[src/rtl/reg_file_pkg.sv]
// Shared definitions for the swept-clear register file.
package reg_file_pkg;

  localparam int unsigned DEF_DATA_W = 16;
  localparam int unsigned DEF_ADDR_W = 3;

  // CLEAR: array being zeroed, writes dropped. RUN: normal operation.
  typedef enum logic [0:0] {
    CLEAR = 1'b0,
    RUN   = 1'b1
  } state_e;

endpackage

[src/rtl/reg_file_rport.sv]
// One registered read port of the register file.
// Optional macro REG_FILE_BYPASS_EN: a read of the index being written on the
// same edge returns the incoming write data (write-first) instead of the
// stored value (read-first).
module reg_file_rport #(
  parameter int unsigned DATA_W = 16,
  parameter int unsigned ADDR_W = 3
) (
  input  logic              clk,
  input  logic              rst_n,
  input  logic              run,
  input  logic [ADDR_W-1:0] rd_id,
  input  logic [ADDR_W-1:0] wr_id,
  input  logic              wr_en,
  input  logic [DATA_W-1:0] wr_data,
  input  logic [DATA_W-1:0] arr_data,
  output logic [DATA_W-1:0] rd_data
);

  logic [DATA_W-1:0] rd_next;

  // Select stored word, or the in-flight write on an index collision.
  always_comb begin
    rd_next = arr_data;
`ifdef REG_FILE_BYPASS_EN
    if (wr_en && (wr_id == rd_id)) begin
      rd_next = wr_data;
    end
`endif
  end

`ifndef REG_FILE_BYPASS_EN
  logic unused_bypass;
  assign unused_bypass = ^{wr_en, wr_id, wr_data, rd_id};
`endif

  // Output register; forced to zero outside RUN so partially cleared data never leaks.
  always_ff @(posedge clk) begin
    if (!rst_n) begin
      rd_data <= '0;
    end else if (run) begin
      rd_data <= rd_next;
    end else begin
      rd_data <= '0;
    end
  end

endmodule

[src/rtl/reg_file_sweep.sv]
// Register file with two registered read ports and one write port. After reset
// the array is zeroed one entry per cycle by a sweep counter; Reg_Ready rises
// once the last entry is cleared. There is no parallel reset of the array.
// Optional macro REG_FILE_BYPASS_EN selects write-first read behaviour.
module reg_file_sweep
  import reg_file_pkg::*;
#(
  parameter int unsigned DATA_W = DEF_DATA_W,
  parameter int unsigned ADDR_W = DEF_ADDR_W
) (
  input  logic              CLK,
  input  logic              RST_N,
  input  logic [ADDR_W-1:0] RS_ID,
  input  logic [ADDR_W-1:0] RT_ID,
  input  logic [ADDR_W-1:0] REG_W_ID,
  input  logic              Reg_WE,
  input  logic [DATA_W-1:0] Reg_WData,
  output logic [DATA_W-1:0] Reg_RData1,
  output logic [DATA_W-1:0] Reg_RData2,
  output logic              Reg_Ready
);

  localparam int unsigned DEPTH = 2 ** ADDR_W;

  state_e            state;
  logic [ADDR_W-1:0] sweep_cnt;
  logic [DATA_W-1:0] regs [DEPTH];
  logic              run;
  logic [DATA_W-1:0] rs_word;
  logic [DATA_W-1:0] rt_word;

  assign run       = (state == RUN);
  assign Reg_Ready = run;
  assign rs_word   = regs[RS_ID];
  assign rt_word   = regs[RT_ID];

  // Sweep sequencing: leave CLEAR on the edge that clears the last entry.
  always_ff @(posedge CLK) begin
    if (!RST_N) begin
      state     <= CLEAR;
      sweep_cnt <= '0;
    end else if (state == CLEAR) begin
      sweep_cnt <= sweep_cnt + ADDR_W'(1);
      if (&sweep_cnt) begin
        state <= RUN;
      end
    end
  end

  // Array write: sweep zeroes in CLEAR (user writes dropped), user writes in RUN.
  always_ff @(posedge CLK) begin
    if (RST_N) begin
      if (!run) begin
        regs[sweep_cnt] <= '0;
      end else if (Reg_WE) begin
        regs[REG_W_ID] <= Reg_WData;
      end
    end
  end

  reg_file_rport #(
    .DATA_W (DATA_W),
    .ADDR_W (ADDR_W)
  ) u_rport1 (
    .clk      (CLK),
    .rst_n    (RST_N),
    .run      (run),
    .rd_id    (RS_ID),
    .wr_id    (REG_W_ID),
    .wr_en    (Reg_WE),
    .wr_data  (Reg_WData),
    .arr_data (rs_word),
    .rd_data  (Reg_RData1)
  );

  reg_file_rport #(
    .DATA_W (DATA_W),
    .ADDR_W (ADDR_W)
  ) u_rport2 (
    .clk      (CLK),
    .rst_n    (RST_N),
    .run      (run),
    .rd_id    (RT_ID),
    .wr_id    (REG_W_ID),
    .wr_en    (Reg_WE),
    .wr_data  (Reg_WData),
    .arr_data (rt_word),
    .rd_data  (Reg_RData2)
  );

endmodule

[config.mk]
export PLATFORM = sky130hd
export DESIGN_NAME = reg_file_sweep
export DESIGN_NICKNAME = d
export VERILOG_FILES = /design/src/rtl/reg_file_pkg.sv /design/src/rtl/reg_file_rport.sv /design/src/rtl/reg_file_sweep.sv
export SDC_FILE = /design/constraint.sdc
export NUM_CORES = 1
export LEC_CHECK = 0
export CELL_PAD_IN_SITES_DETAIL_PLACEMENT = 0
export CELL_PAD_IN_SITES_GLOBAL_PLACEMENT = 1
export CORE_ASPECT_RATIO = 0.7
export CORE_UTILIZATION = 45
export DETAILED_ROUTE_END_ITERATION = 16
export PLACE_DENSITY_LB_ADDON = 0.1
export REMOVE_ABC_BUFFERS = 1
export SYNTH_ARGS = -nofsm -noshare
export SYNTH_HDL_FRONTEND = slang
export SYNTH_SLANG_ARGS = --single-unit
[constraint.sdc]
create_clock -name CLK -period 2.9 [get_ports CLK]
set_clock_uncertainty 0.15 [all_clocks]
set_input_delay 0.58 -clock CLK [delete_from_list [all_inputs] [get_ports CLK]]
set_output_delay 0.58 -clock CLK [all_outputs]
set_load 0.02 [all_outputs]
Yosys cells after proc, flatten, opt, wreduce, memory -nomap -nowiden
Memory sizes are Yosys's and may differ from the RTL's. A register that Yosys moved wholly into a read port is not among the register bits.
Index checks and enable logic that the tools add are counted.
Storage, ports and cells
  register bits after elaboration: 4
  bits in latches: 0
  RAM bits: 128
  ROM bits: 0
  input bits: 28
  output and inout bits: 33
  logic and storage cells: 21
  memories: 1
Memories
  regs: words 8, width 16, read ports 2, clocked after Yosys merged registers in 2, write ports 1, line reg_file_sweep.sv:27  | logic [DATA_W-1:0] regs [DEPTH];
Cells by class
  $add $sub $neg: 1
  multiply operators: 0
  div/mod/pow operators: 0
  magnitude comparators: 0
  equality and inequality tests: 0
  shift operators: 0
  mux-type cells: 12
  bitwise gates (word level): 0
  reductions and logical operators: 5
Operators with widths (number)
  16-bit 2-to-1 mux: 1
  16-bit OR reduction: 1
  1-bit 2-to-1 mux: 10
  3-bit by 1-bit adder with 3-bit output (second input constant): 1
  3-bit 2-to-1 mux: 1
  3-bit AND reduction: 1
  1-bit logical NOT: 2
  2-bit AND reduction: 1

Logic depth before layout (Yosys ltp)
  word-level depth: 6
  mapped depth: 6
  gate-level depth less buffers: 4

Modules after synthesis
A second synthesis with hierarchy kept.
Second synthesis, totals
  cells, all modules: 369
  area, all modules: 7304.5 µm²
Modules (own cells, without submodules)
  reg_file_sweep: times used 1, cells each 301, area each 6411.1 µm², seq. area each 3923.8 µm²
  reg_file_rport: times used 2, cells each 34, area each 446.7 µm², seq. area each 320.3 µm²

Least setup slack after synthesis
OpenSTA, ideal clock, no wires.
  kind: reg-to-reg
  from: reg state (netlist: Reg_Ready)
  to: mem regs[6][0] (enable)
  setup time: 388 ps
  arrival time: 1890 ps
  data required time: 2362 ps
  path slack: 471 ps
  cell stages (with the launch flop): 5
  path buffers: 1
  period minus slack after synthesis: 2429 ps
  cell sequence: dfxtp_1 -> buf_4 -> and3_1 -> mux2_2 -> nor2_1
On the way
  word-level cells in the longest chain between the ends: 5
  elaborated cells on any way between the ends: 9
  those cells by class: mux (8); reduce/logical (1)
RTL lines
  start: declaration: line reg_file_sweep.sv:25  | state_e state;
  start signal: assignment: line reg_file_sweep.sv:40  | state <= CLEAR;
  start signal: assignment: line reg_file_sweep.sv:45  | state <= RUN;
  1-bit 2-to-1 mux: line reg_file_sweep.sv:53  | if (!run) begin
  1-bit 2-to-1 mux: line reg_file_sweep.sv:52  | if (RST_N) begin
  1-bit 2-to-1 mux (not written as such): line reg_file_sweep.sv:56  | regs[REG_W_ID] <= Reg_WData;
  16-bit OR reduction (no line)
  3-bit 2-to-1 mux (no line) / 1-bit 2-to-1 mux (equally long branches)
  end: declaration: line reg_file_sweep.sv:27
Parallel ways exist; a longest one is shown, timed or not.

Worst setup path after layout
  from: reg state (netlist: Reg_Ready)
  to: out Reg_Ready
RTL lines
  end: declaration: line reg_file_sweep.sv:20  | output logic Reg_Ready
No word-level cell between the ends.

==> metrics <==
crit start category flip-flop; gr ovfl total 0; routability-driven placement congestion ratio around 0.76; post-synth top area share 54.4%; DRC viols 0; top cells by area, synth edfxtp_1, mux2i_1, dfxtp_1; setup TNS 0 ns; Clock Sinks 164; Detailed Route WL 16100 um; storage element area 4560 sq um; Simple-Gate Fraction of Synth Area between 8 and 9%; Hold Fails Final Rpt 0; vias in the first global route approximately 4400; final hold slack 0.410 ns; Root Buffer clkbuf_16; WL/cell 21.3 um; Slew Viols, Final 0; standard-cell rows 37; Top Ports 61; Initial DRC Count 228; area occupied by multi-input gates 2360 sq um; NumNets Final 577; CP Max Fanout 9; count of final setup violators 0; CP Class reg -> out; register clock-pin slew on the reported worst setup and hold paths 0.06 ns; Leakage 3.26 nW; peak supply drop between 400 and 500 uV; final critical-path setup slack roughly 0.49 ns; max cap viols 0; Critical Path AT ~1.7 ns; hold_buf cts 0; crit path cell chain clkdlybuf4s50_1; slowest CP cell clkdlybuf4s50_1; fin crit period 2.41 ns; register bit total from synthesis around 160; via/cell ratio 5.68; layout cell share with drive strength beyond 1 12.5%; core area 15000 sq um; 1st-pass router iterations 4; CP max stage delay 0.69 ns; hold crit path type reg -> reg; R2R depth 5; die area ~16000 sq um; worst-margin pin slew slightly below 0.7 ns; worst min-delay path endpoint sweep_cnt[0]; fill cell count 1197; worst r2r src Reg_Ready; H-tree Lvls 4; Post-DRT Antenna Nets 0; PwrDens just under 600 nW/um^2; DP Wirelength between 10000 and 15000 um; Clock Path Buffers 2; period utilization 83.2%; CP required 2.17 ns; post-synthesis xor/xnor area fraction 0%; WHS Path Cells 2; post-synth cell types 24; Max Fclk between 400 and 500 MHz; n_diodes 0; multiplexer share of the synthesized area 19.0%; hold_sp sweep_cnt[0]; largest net degree at the start of global routing 43; number of antenna violations at the first check in global routing 0; setup repair bufs after CTS 0; crit end category output pin; Mapped Avg Cell Area 14.8 sq um; Global Route Usage Sum 20.7%; cell area after synthesis 7070 sq um; ys flop type edfxtp_1; DP Worst Slack 0.248 ns; EDFF count, synth 128; Area Growth Syn to Fin 20.1%; Die Height 107 um; clock latency at the later pin of the worst-skew pair 0.42 ns; effective utilization at floorplan a little under half; Seq/Total Area, Yosys ~65%; DIE WIDTH 152 um; RSZ-0062 raised after global routing false; cts bufs inserted 17; Yosys top cell by area edfxtp_1; Top delay family on crit path buffers and inverters; vias after detailed routing 4288; Post-Synthesis Cells 477; post_cts resized 0; CTS tree done; R2R Path End regs[4][7]; Yosys warning count 0; Async SR Flop Fraction 0%; post-synthesis compound-gate area fraction 5.91%; reg-to-reg slack, setup 0.71 ns; largest family of logic cells by synthesized area multiplexers; Slew headroom between 50% and 60%; CP Buf/Inv Count 1; Port Buffers 60; final total power 4.95 mW; Adder-Cell Fraction of Synth Area 0.354%; first-pass GRT wire length 25000 um; outcome finished, final reports clean
-- state kept, by name, indices dropped and copies added (netlist names) --
register	cells
regs	128
u_rport1.rd_data	16
u_rport2.rd_data	16
sweep_cnt	3
Reg_Ready	1
-- layout by cell type, fill, tap and decap left out --
cell	count
mux2i_1	133
edfxtp_1	128
o22ai_1	64
clkdlybuf4s50_1	58
dfxtp_1	36
or2_1	22
buf_4	19
clkbuf_16	17
and2_1	16
nor2_1	11
or2_2	10
nor2b_1	8
clkinv_4	6
nand4b_4	4
clkinv_2	3
buf_12	3
and3_1	2
o21ai_0	2
nand2_1	2
nand4bb_1	2
nand4_2	2
ha_1	2
inv_6	2
mux2_2	1
and3b_1	1
nor3b_1	1
o21a_1	1
inv_4	1
inv_8	1
clkbuf_8	1
clkbuf_1	1
-- final cells by class --
class                   count  share of cell area [%]
multi-input cells         284                    27.7
clock inverters            13                    1.21
flip-flops and latches    164                    53.7
repair buffers             80                    9.22
clock buffers              19                    5.22
well taps                 195                    2.87
-- cells by family after synthesis --
family,count (synthesis)
adder cells (fa/ha/maj),2
AO/OA/AOI/OAI,67
multiplexers,134
flip-flops,164
buffers and inverters,29
AND/OR/NAND/NOR,81
-- Yosys cell counts, types with 3 or more instances --
library cell,n
or2_1,22
nand4b_4,4
edfxtp_1,128
nor2b_1,8
and2_1,16
dfxtp_1,36
or2_2,10
nor2_1,11
o22ai_1,64
buf_4,3
mux2i_1,133
buf_2,23
-- where the power goes --
| part | leakage [nW] | internal, mW | total (mW) | switching [mW] |
|---|---|---|---|---|
| combinational | 1.68 | 0.135 | 0.283 | 0.148 |
| sequential | 1.31 | 2.58 | 2.61 | 0.0325 |
| clock | 0.274 | 1.13 | 2.06 | 0.925 |
| total | 3.26 | 3.84 | 4.95 | 1.11 |
-- metal layers --
layer | up-vias | global-route usage (%) | routed length (um)
met5 | - | 0 | 0
met4 | 0 | 7.07 | 187
met3 | 17 | 3.84 | 895
met2 | 121 | 35.4 | 7760
met1 | 2158 | 26.7 | 7240
li1 | 1992 | - | -
-- how the worst max path moves through the flow --
stage / cells after the start / endpoint / from
final: 1 / Reg_Ready / Reg_Ready
after global routing: 1 / Reg_Ready / Reg_Ready
after CTS: 1 / Reg_Ready / Reg_Ready
after detailed placement: 6 / regs[4][9] / RST_N
after global placement: 6 / regs[4][7] / Reg_WE
after floorplan: 3 / regs[6][0] / Reg_Ready
-- metrics by stage --
step	cell area [sq um]	util, %	cells
final	8490	56.6	755
after global placement	7950	53.0	723
after detailed placement	7950	53.0	723
after CTS	8490	56.6	755
after floorplan	6920	-	448
after global routing	8490	56.6	755
-- tightest hold or removal path, stage by stage, from the launching register on --
cell and delay [ns]:
dfxtp_1 0.34, nor2b_1 0.12, nor3b_1 0.06
(Power assumes the default switching activity.)
